`config.mk`:
```
export PLATFORM = sky130hd
export DESIGN_NAME = jtcps1_line_sched
export DESIGN_NICKNAME = d
export VERILOG_FILES = /design/src/rtl/jtcps1_line_sched.sv
export SDC_FILE = /design/constraint.sdc
export NUM_CORES = 1
export LEC_CHECK = 0
export CORE_UTILIZATION = 37
export DETAILED_ROUTE_END_ITERATION = 12
export PLACE_DENSITY = 0.86
export SYNTH_ARGS = -nofsm -noshare
export SYNTH_HDL_FRONTEND = slang
export SYNTH_SLANG_ARGS = --single-unit
```
`constraint.sdc`:
```
create_clock -name clk -period 3.6 [get_ports clk]
set_input_delay 0.36 -clock clk [delete_from_list [all_inputs] [get_ports clk]]
set_output_delay 0.36 -clock clk [all_outputs]
set_load 0.05 [all_outputs]
```
`src/rtl/jtcps1_line_sched.sv`:
```
// Per-scanline render scheduler: runs the OBJ/SCR1/SCR2/SCR3 engines one at a
// time on each line-start edge and lends the shared GFX ROM port to the active one.
module jtcps1_line_sched #(
  parameter int AW = 20
) (
  input  logic            clk,
  input  logic            rst,
  input  logic            start,
  input  logic [8:0]      vrender,
  input  logic [3:0]      layer_en,
  output logic [8:0]      line,
  output logic [3:0]      go,
  input  logic [3:0]      done,
  output logic            busy,
  output logic            line_done,
  output logic            overrun,
  output logic [7:0]      ovr_cnt,
  input  logic [4*AW-1:0] lyr_addr,
  input  logic [3:0]      lyr_cs,
  output logic [3:0]      lyr_ok,
  output logic [AW-1:0]   rom_addr,
  output logic            rom_cs,
  input  logic            rom_ok
);

  localparam logic [1:0] IDLE = 2'd0;
  localparam logic [1:0] RUN  = 2'd1;
  localparam logic [1:0] GAP  = 2'd2;

  logic [1:0] state;
  logic [1:0] cur;
  logic [3:0] pending;
  logic       start_d;
  logic       ld_q;

  logic       start_edge;
  logic       cur_done;
  logic [3:0] pend_nx;
  logic       ovr_hit;
  logic       fin_now;

  function automatic logic [1:0] lowest(input logic [3:0] v);
    if (v[0])      lowest = 2'd0;
    else if (v[1]) lowest = 2'd1;
    else if (v[2]) lowest = 2'd2;
    else           lowest = 2'd3;
  endfunction

  function automatic logic [3:0] onehot(input logic [1:0] k);
    onehot = 4'b0001 << k;
  endfunction

  function automatic logic [7:0] sat_inc(input logic [7:0] v);
    sat_inc = (v == 8'hFF) ? v : v + 8'd1;
  endfunction

  // A done arriving together with the start edge is applied before deciding
  // whether the old line was cut short.
  always_comb begin
    start_edge = start & ~start_d;
    cur_done   = (state == RUN) && done[cur];
    pend_nx    = cur_done ? (pending & ~onehot(cur)) : pending;
    ovr_hit    = start_edge && (pend_nx != 4'd0);
    fin_now    = start_edge && cur_done && (pend_nx == 4'd0);
  end

  always_ff @(posedge clk or posedge rst) begin
    if (rst) begin
      state   <= IDLE;
      cur     <= 2'd0;
      pending <= 4'd0;
      start_d <= 1'b0;
      ld_q    <= 1'b0;
      overrun <= 1'b0;
      ovr_cnt <= 8'd0;
      line    <= 9'd0;
    end else begin
      start_d <= start;
      ld_q    <= 1'b0;
      overrun <= 1'b0;
      if (start_edge) begin
        line    <= vrender;
        pending <= layer_en;
        cur     <= lowest(layer_en);
        ld_q    <= (layer_en == 4'd0) | fin_now;
        overrun <= ovr_hit;
        if (ovr_hit) ovr_cnt <= sat_inc(ovr_cnt);
        // After an abort the new line goes through GAP so go stays low a cycle.
        if (layer_en == 4'd0) state <= IDLE;
        else if (ovr_hit)     state <= GAP;
        else                  state <= RUN;
      end else begin
        case (state)
          RUN: begin
            if (done[cur]) begin
              pending <= pend_nx;
              state   <= GAP;
            end
          end
          GAP: begin
            if (pending != 4'd0) begin
              cur   <= lowest(pending);
              state <= RUN;
            end else begin
              state <= IDLE;
            end
          end
          default: state <= state;
        endcase
      end
    end
  end

  // ROM port mux and run request follow the state register directly.
  always_comb begin
    go       = 4'd0;
    rom_addr = '0;
    rom_cs   = 1'b0;
    lyr_ok   = 4'd0;
    if (state == RUN) begin
      go          = onehot(cur);
      rom_addr    = lyr_addr[int'(cur)*AW +: AW];
      rom_cs      = lyr_cs[cur];
      lyr_ok[cur] = rom_ok;
    end
  end

  assign busy      = (state != IDLE);
  assign line_done = ld_q | ((state == GAP) && (pending == 4'd0));

endmodule

```
[Word level (Yosys, flattened, before mapping)]
Cells that the tools add are included.
Word-level totals
  register bits: 28
  output and inout port bits: 49
  input port bits: 105
  word-level logic and storage cells: 78
Cells by class
  multiply operators: 1
  equal/unequal tests: 4
  add/subtract/negate cells: 1
  shifts and indexed selects: 2
  bitwise operators: 8
  $lt $le $gt $ge: 2
  reductions and logical operators: 21
  mux-type cells: 31
Operators by type and width (count)
  80-bit by 8-bit variable part select with 20-bit output: 1
  4-bit two-way mux: 6
  2-bit two-way mux: 11
  20-bit two-way mux: 1
  4-bit zero test: 3
  2-bit nonzero test: 5
  1-bit two-way mux: 9
  8-bit by 1-bit adder with 8-bit output (second input constant): 1
  4-bit bitwise AND: 2
  8-bit equality test (second input constant): 1
  4-bit nonzero test: 2
  1-bit logical AND: 6
  2-bit AND reduction: 3
  2-bit by 3-bit multiplier with 5-bit output (second input constant): 1
  1-bit binary-select mux with 2-bit select: 2
  4-bit inverter: 1
  2-bit case mux with 2 select lines: 1
  1-bit by 2-bit << shifter with 4-bit output (first input constant): 1
  2-bit by 3-bit less-than comparator with 1-bit output (second input constant): 1
  3-bit by 2-bit != test with 1-bit output (second input constant): 1
  3-bit AND reduction: 1
  3-bit nonzero test: 1
  1-bit demux with 2-bit select: 1
  2-bit by 1-bit equality test with 1-bit output (second input constant): 1
  other kinds (5): 7

[Longest topological paths before layout]
Gate-level depths: netlist of run 1.
  word-level depth: 9
  gate-level depth with buffers: 7
  gate-level depth less buffers: 5

[Least setup slack after synthesis of run 1]
OpenSTA, ideal clock, no wires.
  path type: reg2out
  start: reg cur[1]
  end: out lyr_ok[0]
  data required time: 3.240 ns
  cell stages (with the launch flop): 5
  slack: 0.679 ns
  data arrival time: 2.561 ns
  path buffers: 2
  cell sequence: dfrtp_1 buf_1 buf_1 nor3_1 and2_1
On the way
  word-level cells in the longest chain between the ends: 6
  elaborated cells between the ends (all ways): 7
  classes of those cells: order compare (2); mux (3); bitwise (1); reduce/logical (1)
RTL lines
  start: declaration: line 31  | logic [1:0] cur;
  start signal: assignment: line 84  | cur <= lowest(layer_en);
  start signal: assignment: line 102  | cur <= lowest(pending);
  2-bit by 3-bit less-than comparator with 1-bit output (not written as such) / 2-bit by 1-bit greater-or-equal comparator with 1-bit output (equally long branches): line 124  | lyr_ok[cur] = rom_ok;
  1-bit logical AND (not written as such): line 124
  1-bit two-way mux (not written as such): line 124
  1-bit demux with 2-bit select *: line 124
  4-bit bitwise AND (no line) *
  4-bit two-way mux *: line 120  | if (state == RUN) begin
  end: declaration: line 20  | output logic [3:0] lyr_ok,
Mark *: on every way between the ends. The rest lies on a longest branch, timed or not.

[Final worst setup path of run 1]
  start: reg cur[1]
  end: out lyr_ok[2]
Same word-level chain as after synthesis.

==> flow_summary.json, run 1 <==
{
  "outcome": "completed",
  "ys_ff_latch": 28,
  "grt.met2_usage": 0.422,
  "post-route-util": 0.707,
  "grt_start_max_net_pins": 35,
  "synth_adder_area_share": 0.00605,
  "synth_area_leaders": "dfrtp_1 (34%), mux4_2 (23%), and2_1 (7.6%)",
  "post-cts-setup-buffers": 0,
  "crit_family": "flip-flops",
  "finalHoldViolCount": 0,
  "clockRootBuffer": "clkbuf_8",
  "finalWirelength_um": 7130,
  "slowest_delay_ns": 1.12,
  "worstMarginPinSlew_ns": 1.16,
  "slowest_stage": "dfrtp_1",
  "yosysTopAreaCell": "dfrtp_1",
  "endpoint_kind": "primary output",
  "synth_fp_nets": 307,
  "p_per_area_nw_per_um2": 677,
  "numCtsBuffers": 3,
  "cts_tree": "yes",
  "die_w_um": 76.8,
  "drt_iter0_drc": 81,
  "routedWlPerCell_um": 17.2,
  "viasPerCell": 5.12,
  "max_slew_margin": 0.226,
  "finalClockSkew_ns": 0.00500,
  "synth_top_area_frac": 0.339,
  "grt_pass1_wl_um": 11000,
  "clock-sinks": 28,
  "path_clk_slew_ns": 0.09,
  "die_area_um2": 5900,
  "die_y_um": 76.8,
  "avgSynthCellArea_um2": 10.3,
  "finish.instance_area_um2": 3700,
  "ant_nets": 0,
  "synth-xor-area-share": 0.0296,
  "overflow": 0,
  "antennaDiodeCount": 0,
  "worst-setup-path-type": "reg -> out",
  "rows": 26,
  "synth_edf_count": 0,
  "yosysSeqAreaShare": 0.339,
  "ys_types": 45,
  "use_met1": 0.293,
  "area_growth_pct": 78.9,
  "grt_pass1_vias": 2167,
  "cp.required_ns": 3.24,
  "ctsHoldBuffers": 0,
  "drc": 0,
  "vdd.ir_drop.worst_mv": 0.398,
  "clock_path_buffers": 2,
  "path_cells": "nand2_1 > nor2_1 > and2_1 > clkdlybuf4s50_1",
  "period_minus_slack_ns": 3.12,
  "start_util": 0.395,
  "met3_usage": 0.0405,
  "synth-simple-area-share": 0.249,
  "rsz0062_at_grt": "false",
  "setup_violations": 0,
  "slew_viol_final": 0,
  "crit_fanout": 32,
  "placed_area_um2": 3630,
  "postSynth.asyncResetShare": 1.00,
  "synth_area_um2": 2070,
  "finalPower_uw": 2510,
  "start_kind": "register",
  "coreArea_um2": 5240,
  "busiest_layer": "met2",
  "drv_cap": 0,
  "min_path_type": "reg -> reg",
  "layout-drive-gt1-share": 0.101,
  "crit_arrival_ns": 2.76,
  "leakage_uw": 0.00149,
  "insertion_delay_ns": 0.27,
  "synth_compound_area_frac": 0.0780,
  "vias": 2125,
  "finalCritPeriodShare": 0.867,
  "max_freq_mhz": 321,
  "hpwlAfterDp_um": 5680,
  "gp_congestion": 0.926,
  "ys_warn_count": 0,
  "cts.repair.resized": 0,
  "ios": 154,
  "tns_ns": 0,
  "dr.pass1.iters": 4,
  "synth_top_family_by_area": "multiplexers",
  "syn_inst": 201,
  "fin_nets": 452,
  "antenna_found_initial": 0,
  "htree_levels": 1,
  "path_buf_inv": 1,
  "synth_top_flop_cell": "dfrtp_1",
  "io_buffer_count": 153,
  "grt.total_usage": 0.235,
  "synth_mux_area_frac": 0.256
}
[area by class of cell]
cell class	instances	area, um2
Fill cell	429	1540
Tap cell	70	87.6
Sequential cell	28	702
Multi-Input combinational cell	154	1280
Clock buffer	3	41.3
Timing Repair Buffer	155	1550
Inverter	4	15.0
Clock inverter	1	30.0
[layer usage]
layer | wire length (um) | vias to the layer above | part of all wire
met3 | 558 | 8 | 0.078
met5 | 0 | - | 0
li1 | - | 1005 | -
met2 | 3520 | 96 | 0.49
met4 | 125 | 0 | 0.018
met1 | 2930 | 1016 | 0.41
[cell families after synthesis]
family / Yosys count
mux: 26
fa+ha+maj: 1
flops: 28
simple gates: 96
compound gates: 24
buf+inv: 19
xor+xnor: 7
[cells in the final DEF, fill, tap and decap left out, types with 2 or more instances in the layout]
master,synthesis,final
a21oi_1,4,4
and2_1,25,25
and3_1,2,2
buf_4,0,2
clkbuf_8,0,3
clkdlybuf4s50_1,0,153
dfrtp_1,28,27
inv_1,4,4
mux2i_1,3,3
mux4_2,21,21
nand2_1,37,37
nand2b_1,3,3
nand3_1,3,3
nor2_1,9,9
nor2b_1,3,3
nor3_1,3,3
o21a_1,2,2
o21ai_0,6,6
o31ai_1,2,2
xor2_1,7,7
[through the flow]
stage | hold WS, ns | cells | setup slack (ns)
3_3_place_gp | 0.457 | 411 | 0.771
3_5_place_dp | 0.463 | 411 | 0.780
4_1_cts | 0.487 | 415 | 0.460
2_1_floorplan | 0.391 | 201 | 0.679
6_report | 0.483 | 415 | 0.481
5_1_grt | 0.501 | 415 | 0.344
[cells in the mapped netlist, types with 2 or more instances]
cell type / n
a21oi_1: 4
xor2_1: 7
nand3_1: 3
and3_1: 2
inv_1: 4
and2_1: 25
nand2b_1: 3
o21ai_0: 6
clkbuf_1: 7
nor3_1: 3
mux4_2: 21
nand2_1: 37
buf_6: 2
mux2i_1: 3
nor2_1: 9
buf_1: 4
o31ai_1: 2
dfrtp_1: 28
buf_2: 2
o21a_1: 2
nor2b_1: 3
[flip-flops by register name, summed over array words and instances, names as in the netlist]
| signal | count |
|---|---|
| start_d | 1 |
| line | 9 |
| overrun | 1 |
| ld_q | 1 |
| cur | 2 |
| state | 2 |
| pending | 4 |
| ovr_cnt | 8 |
[final timing paths]
| path | from | end | slack (ns) | depth (start not counted) |
|---|---|---|---|---|
| setup reg to reg | cur[0] | ovr_cnt[1] | 1.04 | 5 |
| hold / removal | line[7] | line[7] | 0.48 | 2 |
| hold reg to reg | line[7] | line[7] | 0.48 | 2 |
| setup / recovery | cur[1] | lyr_ok[2] | 0.48 | 4 |
| min in group asynchronous | rst | line[8] | 0.63 | 2 |
| max in group asynchronous | rst | cur[0] | 2.29 | 2 |
[worst reg2reg max path, stage by stage, from the launching register on]
cell	delay [ns]
dfrtp_2	0.97
mux2_4	0.37
a41o_1	0.25
o21a_1	0.27
nor2_1	0.26
mux2_1	0.34
[report_power, final]
part           switching, uW  internal [uW]
clock                   91.5            149
combinational            941            741
sequential               200            386
total                   1230           1280
No activity file was read; power rests on OpenSTA's default activity.
==> run 2: changes to the inputs <==
- CELL_PAD_IN_SITES_DETAIL_PLACEMENT: unset -> 1
- CELL_PAD_IN_SITES_GLOBAL_PLACEMENT: unset -> 1
- CORE_UTILIZATION: 37 -> 26
- PLACE_DENSITY: 0.86 -> unset
- PLACE_DENSITY_LB_ADDON: unset -> 0.1
==> run 2 against run 1 <==
Net effect:
- cell area grew 1.0%
- worst hold slack gained 0.0076 ns
- routed wire length increased by 11%
- final cell count is 8.2% higher
==> flow_summary.json, run 2 (synthesis gave the netlist of run 1 again) <==
{
  "r2r_slack_ns": 1.04,
  "numCtsBuffers": 3,
  "die_y_um": 91.2,
  "r2r-end": "ovr_cnt[1]",
  "hold_end": "line[1]",
  "p_switching_uw": 1260,
  "start_kind": "register",
  "vdd.ir_drop.worst_mv": 0.261,
  "viasPerCell": 4.82,
  "path_buf_inv": 1,
  "largestRegisters": "line x9, ovr_cnt x8, pending x4",
  "mostFrequentLayoutCells": "clkdlybuf4s50_1 (153), nand2_1 (37), dfrtp_1 (27), and2_1 (25), mux4_2 (21)",
  "min_path_type": "reg -> reg",
  "critPathLaunch": "cur[1]",
  "fillers": 867,
  "drc": 0,
  "crit_fanout": 29,
  "p_per_area_nw_per_um2": 668,
  "htree_levels": 1,
  "area_growth_pct": 80.8,
  "clock-sinks": 28,
  "largest_register_ffs": 9,
  "ctsHoldBuffers": 0,
  "power_frac_comb": 0.686,
  "max_freq_mhz": 322,
  "grt_pass1_vias": 2262,
  "hpwlAfterDp_um": 6190,
  "power_frac_seq": 0.236,
  "tns_ns": 0,
  "multi_input_area_um2": 1280,
  "drt_iter0_drc": 63,
  "antenna_found_initial": 0,
  "die_area_um2": 8320,
  "whs_path_depth": 2,
  "die_w_um": 91.2,
  "coreArea_um2": 7730,
  "max_slew_margin": 0.211,
  "insertion_delay_ns": 0.27,
  "antennaDiodeCount": 0,
  "cts.repair.resized": 0,
  "slowest_stage": "dfrtp_1",
  "internal-power_uw": 1240,
  "crit_arrival_ns": 2.75,
  "rsz0062_at_grt": "false",
  "path_cells": "mux4_2 > and2_1 > clkdlybuf4s50_1",
  "overflow": 0,
  "post-cts-setup-buffers": 0,
  "cts_tree": "yes",
  "largest-register": "line",
  "leakage_uw": 0.00149,
  "finalHoldViolCount": 0,
  "clkPwrFrac": 0.078,
  "routedWlPerCell_um": 17.6,
  "path_clk_slew_ns": 0.10,
  "gp_congestion": 0.764,
  "ios": 154,
  "worstMarginPinSlew_ns": 1.18,
  "clock_path_buffers": 2,
  "rows": 32,
  "grt_pass1_wl_um": 12600,
  "start_util": 0.268,
  "finalClockSkew_ns": 0.00509,
  "crit_family": "flip-flops",
  "clockRootBuffer": "clkbuf_8",
  "min-delay-start": "line[1]",
  "cp.required_ns": 3.24,
  "slew_viol_final": 0,
  "hold-worst-slack_ns": 0.491,
  "vias": 2162,
  "slowest_delay_ns": 1.13,
  "worst-setup-path-type": "reg -> out",
  "fin_nets": 454,
  "dr.pass1.iters": 4,
  "setup_violations": 0,
  "grt_start_max_net_pins": 35,
  "ant_nets": 0,
  "endpoint_kind": "primary output",
  "finalCritPeriodShare": 0.863,
  "p_sw_frac": 0.503,
  "layout-drive-gt1-share": 0.107,
  "period_minus_slack_ns": 3.11,
  "drv_cap": 0,
  "outcome": "completed",
  "timing.rr.start": "cur[0]",
  "finalWirelength_um": 7900,
  "io_buffer_count": 153,
  "final_common_cell": "clkdlybuf4s50_1",
  "seq_area_um2": 702,
  "grt.total_usage": 0.191,
  "ff2ff_path_depth": 5
}
==> run 2: cell types whose count changed in the layout (fill, tap and decap cells not counted), sizes merged <==
cell    delta
clkbuf     +1
buf        +2
bufinv     -1
==> run 2: final cells by class <==
type                    count  area share
multi-input cells         154       0.342
repair buffers            157       0.417
flip-flops and latches     28       0.188
inverters                   4     0.00401
clock buffers               4      0.0147
well taps                 102      0.0341
==> run 2: tightest hold or removal path: stages (launching register included) <==
cell and delay (ns):
dfrtp_1 0.35, nand2_1 0.06, nand2_1 0.05
==> run 2: metal layers <==
| metal | routed length, um | vias to the layer above | share of wire | GRT usage |
|---|---|---|---|---|
| met5 | 0 | - | 0 | 0 |
| met4 | 99 | 0 | 0.013 | 0.0423 |
| li1 | - | 1010 | - | - |
| met2 | 3660 | 95 | 0.46 | 0.326 |
| met3 | 505 | 8 | 0.064 | 0.0352 |
| met1 | 3630 | 1049 | 0.46 | 0.251 |
==> run 2: metrics by stage <==
step,setup WS [ns],utilization,instance area [um2],cells,total power [uW]
after global placement,0.758,0.477,3690,445,2310
after floorplan,0.679,-,2070,201,1730
after CTS,0.444,0.484,3740,449,2530
after detailed placement,0.756,0.477,3690,445,2330
after global routing,0.321,0.484,3740,449,2640
final,0.494,0.484,3740,449,2500
==> run 2: how the worst max path moves through the flow <==
stage / end / depth (start not counted) / slack [ns]
2_1_floorplan: lyr_ok[0] / 4 / 0.68
3_3_place_gp: rom_addr[8] / 3 / 0.76
3_5_place_dp: rom_addr[13] / 3 / 0.76
4_1_cts: rom_addr[13] / 3 / 0.44
5_1_grt: rom_addr[5] / 3 / 0.32
6_report: rom_addr[15] / 3 / 0.49
==> run 2: power groups by stage <==
stage	registers, uW	clock network, uW	logic (uW)
final	588	195	1710
after CTS	594	205	1730
after floorplan	596	0	1130
after detailed placement	601	0	1720
after global routing	623	215	1800
after global placement	598	0	1710
